[config.mk]
export PLATFORM = sky130hd
export DESIGN_NAME = pipe_skid_reg
export DESIGN_NICKNAME = d
export VERILOG_FILES = /design/src/rtl/pipe_pkg.sv /design/src/rtl/pipe_skid_reg.sv
export SDC_FILE = /design/constraint.sdc
export NUM_CORES = 1
export LEC_CHECK = 0
export ABC_AREA = 1
export CAP_MARGIN = 10
export CORE_MARGIN = 1
export CORE_UTILIZATION = 53
export DETAILED_ROUTE_END_ITERATION = 10
export PLACE_DENSITY_LB_ADDON = 0.12
export SLEW_MARGIN = 20
export SYNTH_ARGS = -nofsm -noshare
export SYNTH_HDL_FRONTEND = slang
export SYNTH_SLANG_ARGS = --single-unit
[constraint.sdc]
create_clock -name clock -period 2.9 [get_ports clock]
set_input_delay 0.58 -clock clock [delete_from_list [all_inputs] [get_ports clock]]
set_output_delay 0.58 -clock clock [all_outputs]
set_load 0.05 [all_outputs]
[src/rtl/pipe_pkg.sv]
// Shared definitions for the elastic pipeline register: control bit positions,
// default field widths and the occupancy state encoding.
package pipe_pkg;

    localparam int CTRL_WREG  = 0;
    localparam int CTRL_M2REG = 1;
    localparam int CTRL_WMEM  = 2;

    localparam int PIPE_CW = 3;
    localparam int PIPE_RW = 5;
    localparam int PIPE_DW = 64;

    typedef enum logic [1:0] {
        ST_EMPTY = 2'd0,
        ST_ONE   = 2'd1,
        ST_TWO   = 2'd2
    } state_e;

    function automatic logic [1:0] state_occ(input state_e st);
        logic [1:0] n;
        case (st)
            ST_EMPTY: n = 2'd0;
            ST_ONE:   n = 2'd1;
            ST_TWO:   n = 2'd2;
            default:  n = 2'd0;
        endcase
        return n;
    endfunction

endpackage

[src/rtl/pipe_skid_reg.sv]
// Elastic pipeline register with valid/ready handshake, optional 2-entry skid
// buffer, synchronous flush and bubble masking of the control field.
module pipe_skid_reg
    import pipe_pkg::*;
#(
    parameter int          CW   = PIPE_CW,
    parameter int          RW   = PIPE_RW,
    parameter int          DW   = PIPE_DW,
    parameter int unsigned SKID = 32'd1
) (
    input  logic          clock,
    input  logic          resetn,
    input  logic          flush,
    input  logic          in_valid,
    output logic          in_ready,
    input  logic [CW-1:0] in_ctrl,
    input  logic [RW-1:0] in_rn,
    input  logic [DW-1:0] in_data,
    output logic          out_valid,
    input  logic          out_ready,
    output logic [CW-1:0] out_ctrl,
    output logic [RW-1:0] out_rn,
    output logic [DW-1:0] out_data,
    output logic [1:0]    occ
);

    typedef struct packed {
        logic [CW-1:0] ctrl;
        logic [RW-1:0] rn;
        logic [DW-1:0] data;
    } entry_t;

    state_e state_q, state_d;
    entry_t main_q, main_d;
    entry_t skid_q, skid_d;
    entry_t in_ent;
    logic   in_fire;
    logic   out_fire;

    assign in_ent    = {in_ctrl, in_rn, in_data};
    assign out_valid = (state_q != ST_EMPTY);
    assign in_fire   = in_valid & in_ready;
    assign out_fire  = out_valid & out_ready;

    assign out_ctrl  = main_q.ctrl & {CW{out_valid}};
    assign out_rn    = main_q.rn;
    assign out_data  = main_q.data;
    assign occ       = state_occ(state_q);

    generate
        if (SKID != 32'd0) begin : g_skid
            logic in_ready_q;
            logic in_ready_d;

            // Ready is registered from the next state so no combinational ready path exists.
            assign in_ready_d = (state_d != ST_TWO);

            // Registered upstream ready.
            always_ff @(posedge clock) begin
                if (!resetn) begin
                    in_ready_q <= 1'b1;
                end else begin
                    in_ready_q <= in_ready_d;
                end
            end

            assign in_ready = in_ready_q;
        end else begin : g_single
            assign in_ready = out_ready | ~out_valid;
        end
    endgenerate

    // Next-state and storage update; flush squashes held entries and their control bits.
    always_comb begin
        state_d = state_q;
        main_d  = main_q;
        skid_d  = skid_q;
        if (flush) begin
            state_d     = ST_EMPTY;
            main_d.ctrl = '0;
            skid_d.ctrl = '0;
        end else begin
            case (state_q)
                ST_EMPTY: begin
                    if (in_fire) begin
                        state_d = ST_ONE;
                        main_d  = in_ent;
                    end else begin
                        state_d = ST_EMPTY;
                    end
                end
                ST_ONE: begin
                    if (in_fire && out_fire) begin
                        main_d = in_ent;
                    end else if (in_fire && (SKID != 32'd0)) begin
                        state_d = ST_TWO;
                        skid_d  = in_ent;
                    end else if (out_fire) begin
                        state_d = ST_EMPTY;
                    end else begin
                        state_d = ST_ONE;
                    end
                end
                ST_TWO: begin
                    if (out_fire) begin
                        state_d = ST_ONE;
                        main_d  = skid_q;
                    end else begin
                        state_d = ST_TWO;
                    end
                end
                default: begin
                    state_d = ST_EMPTY;
                end
            endcase
        end
    end

    // State and entry registers.
    always_ff @(posedge clock) begin
        if (!resetn) begin
            state_q <= ST_EMPTY;
            main_q  <= '0;
            skid_q  <= '0;
        end else begin
            state_q <= state_d;
            main_q  <= main_d;
            skid_q  <= skid_d;
        end
    end

endmodule
==> out/qor.yml <==
internal_power_mw: 3.70
clock_skew_ps: 5.63
holdWs_ps: 445
grt_max_degree: 139
synth_top_area_share_pct: 40.5
die_h_um: 119
p_seq_share_pct: 42.0
insertion_delay_ps: 420
cts_root_buffer: "clkbuf_16"
htreeDepth: 4
antenna_found_initial: 0
rr_worst_depth: 7
yosys_warnings: 0
async_flop_share_pct: 0
fin_setup_tns_ps: 0
startpoint_type: "register"
cts_tree: "done"
critPathRequiredTime_ps: 2320
critical_path.endpoint: "out_ctrl[1]"
placed_area_um2: 8330
gp_congestion: 0.773
synth_top_cell_by_area: "dfxtp_1"
slew_headroom_pct: 47.1
grt_pass1_wl_um: 24700
max-cap-violations: 0
fmax_ghz: 0.377
ff2ff_setup_slack_ps: 700
drc: 0
status: "finished clean"
syn-num-nets: 1248
cp-startpoint: "state_q[1]"
io_buffers: 152
sw_frac_of_total_pct: 27.5
finalSetupViolCount: 0
dieArea_um2: 14200
ys_top_cells_by_count: "nand2_1, nor2_1, inv_1"
power_frac_comb_pct: 16.3
synth-edff-count: 0
ios: 153
clk_pin_slew_ps: 60
hp-class: "primary input to register"
num_rows: 42
syn_to_final_growth_pct: 22.6
first_global_vias: 5462
clockBufferDepth: 2
routed_wl_um: 14500
yosysSeqAreaShare_pct: 40.5
drt_iter0_drc: 441
crit_fanout: 4
synth_most_common_cell: "nand2_1"
cts_buffers: 17
r2r-end: "out_data[21]"
first_pass_iters: 4
final.setup.worst_slack_ps: 249
maxSlewViolCount: 0
critPathKind: "register to primary output"
hpwl_um: 9080
dp_cells: 1380
grt_overflow: 0
p_leak_nw: 4.61
fin_cells: 1412
yosys_most_used_dff: "dfxtp_1"
p_per_area_nw_per_um2: 573
peakVddDrop_v: 0.000330
final_area_um2: 8910
core_area_um2: 13300
avgRoutedWirePerCell_um: 10.3
rsz0062_at_grt: "false"
num_vias: 6244
cts_setup_buffers: 0
min_period_over_period_pct: 91.4
worstSetupEndpointType: "primary output"
ys_seq_elements: 147
drive_gt1_share_pct: 3.96
p_total_mw: 5.11
final_antenna_net_count: 0
grtUsageTotal_pct: 21.6
synth_cell_types: 17
place_ws_ps: 531
min_period_ps: 2650
cts-resized-gates: 0
synth.avg_cell_area_um2: 6.21
hold_buffers: 0
syn-cell-area_um2: 7270
clockPowerShare_pct: 41.7
nets: 1300
synthCells: 1171
fp.dieW_um: 119
drt-vias-per-instance: 4.42
synth_area_leaders: "dfxtp_1, nand2_1, nor2_1"
clock_sinks: 147
tightest_slew_ps: 793
crit_arrival_ps: 2070
diodes: 0
initial_core_util_pct: 54.7
final_util_pct: 67.0
finalHoldViolCount: 0
r2r-start: "state_q[0]"
p_switching_mw: 1.41
registers in the layout, indices dropped and copies added (netlist names):
register / flops
skid_q: 72
out_data: 64
out_rn: 5
main_q: 3
state_q: 2
in_ready: 1
cells by family (layout without fill, tap and decap cells):
kind of cell	after synthesis	in the layout	share of synthesized area, %
compound gates	74	74	5.10
flops	147	147	40.5
simple gates	670	670	35.0
buf+inv	280	345	19.5
power by group through the flow:
stage                     Sequential [mW]  Clock [mW]  Combinational [mW]
after floorplan                      2.18           0               0.628
after global placement               2.19           0               0.830
after detailed placement             2.19           0               0.834
after CTS                            2.15        2.18               0.840
after global routing                 2.16        2.28               0.910
final                                2.15        2.13               0.834
worst min path at each step:
stage          startpoint          to  cells after the start
3_3_place_gp   skid_q[70]  skid_q[70]                      2
6_report           resetn  state_q[0]                      3
3_5_place_dp   skid_q[70]  skid_q[70]                      2
4_1_cts            resetn  state_q[0]                      3
5_1_grt            resetn  state_q[0]                      3
2_1_floorplan  skid_q[69]  skid_q[69]                      2
cell usage in the layout (no fill, tap or decap):
cell type | synthesis | final
clkdlybuf4s50_1 | 0 | 151
clkinv_4 | 0 | 1
a21oi_1 | 4 | 4
clkinv_2 | 0 | 5
clkbuf_8 | 0 | 1
buf_12 | 0 | 6
dfxtp_1 | 147 | 147
nand2_4 | 0 | 1
clkinvlp_4 | 0 | 6
nand2_1 | 373 | 373
bufinv_16 | 0 | 2
inv_1 | 149 | 149
nor2_1 | 288 | 288
nand4_1 | 1 | 1
nand3_1 | 5 | 4
nand3_4 | 0 | 2
inv_2 | 2 | 2
nor2_4 | 1 | 1
clkbuf_16 | 0 | 17
buf_4 | 74 | 5
o21ai_0 | 70 | 70
critical path: stages (launching register included):
cell	delay [ps]
dfxtp_1	440
inv_2	80
nand2_1	110
inv_1	90
nor2_1	100
clkdlybuf4s50_1	840
layout make-up:
class                      count  area, um2
clock buffer                  18        439
clock inverter                14        139
fill                        1238       4380
inverter                     151        567
multi-input combinational    744       2940
sequential                   147       2940
tap                          176        220
timing repair buffer         162       1670
metal layers:
metal	vias up	routed length, um	global-route usage (%)
li1	3445	-	-
met1	2657	6770	26.6
met2	122	6640	34.7
met3	20	896	7.09
met4	0	240	8.70
met5	-	0	0
No activity file was read; power rests on OpenSTA's default activity.
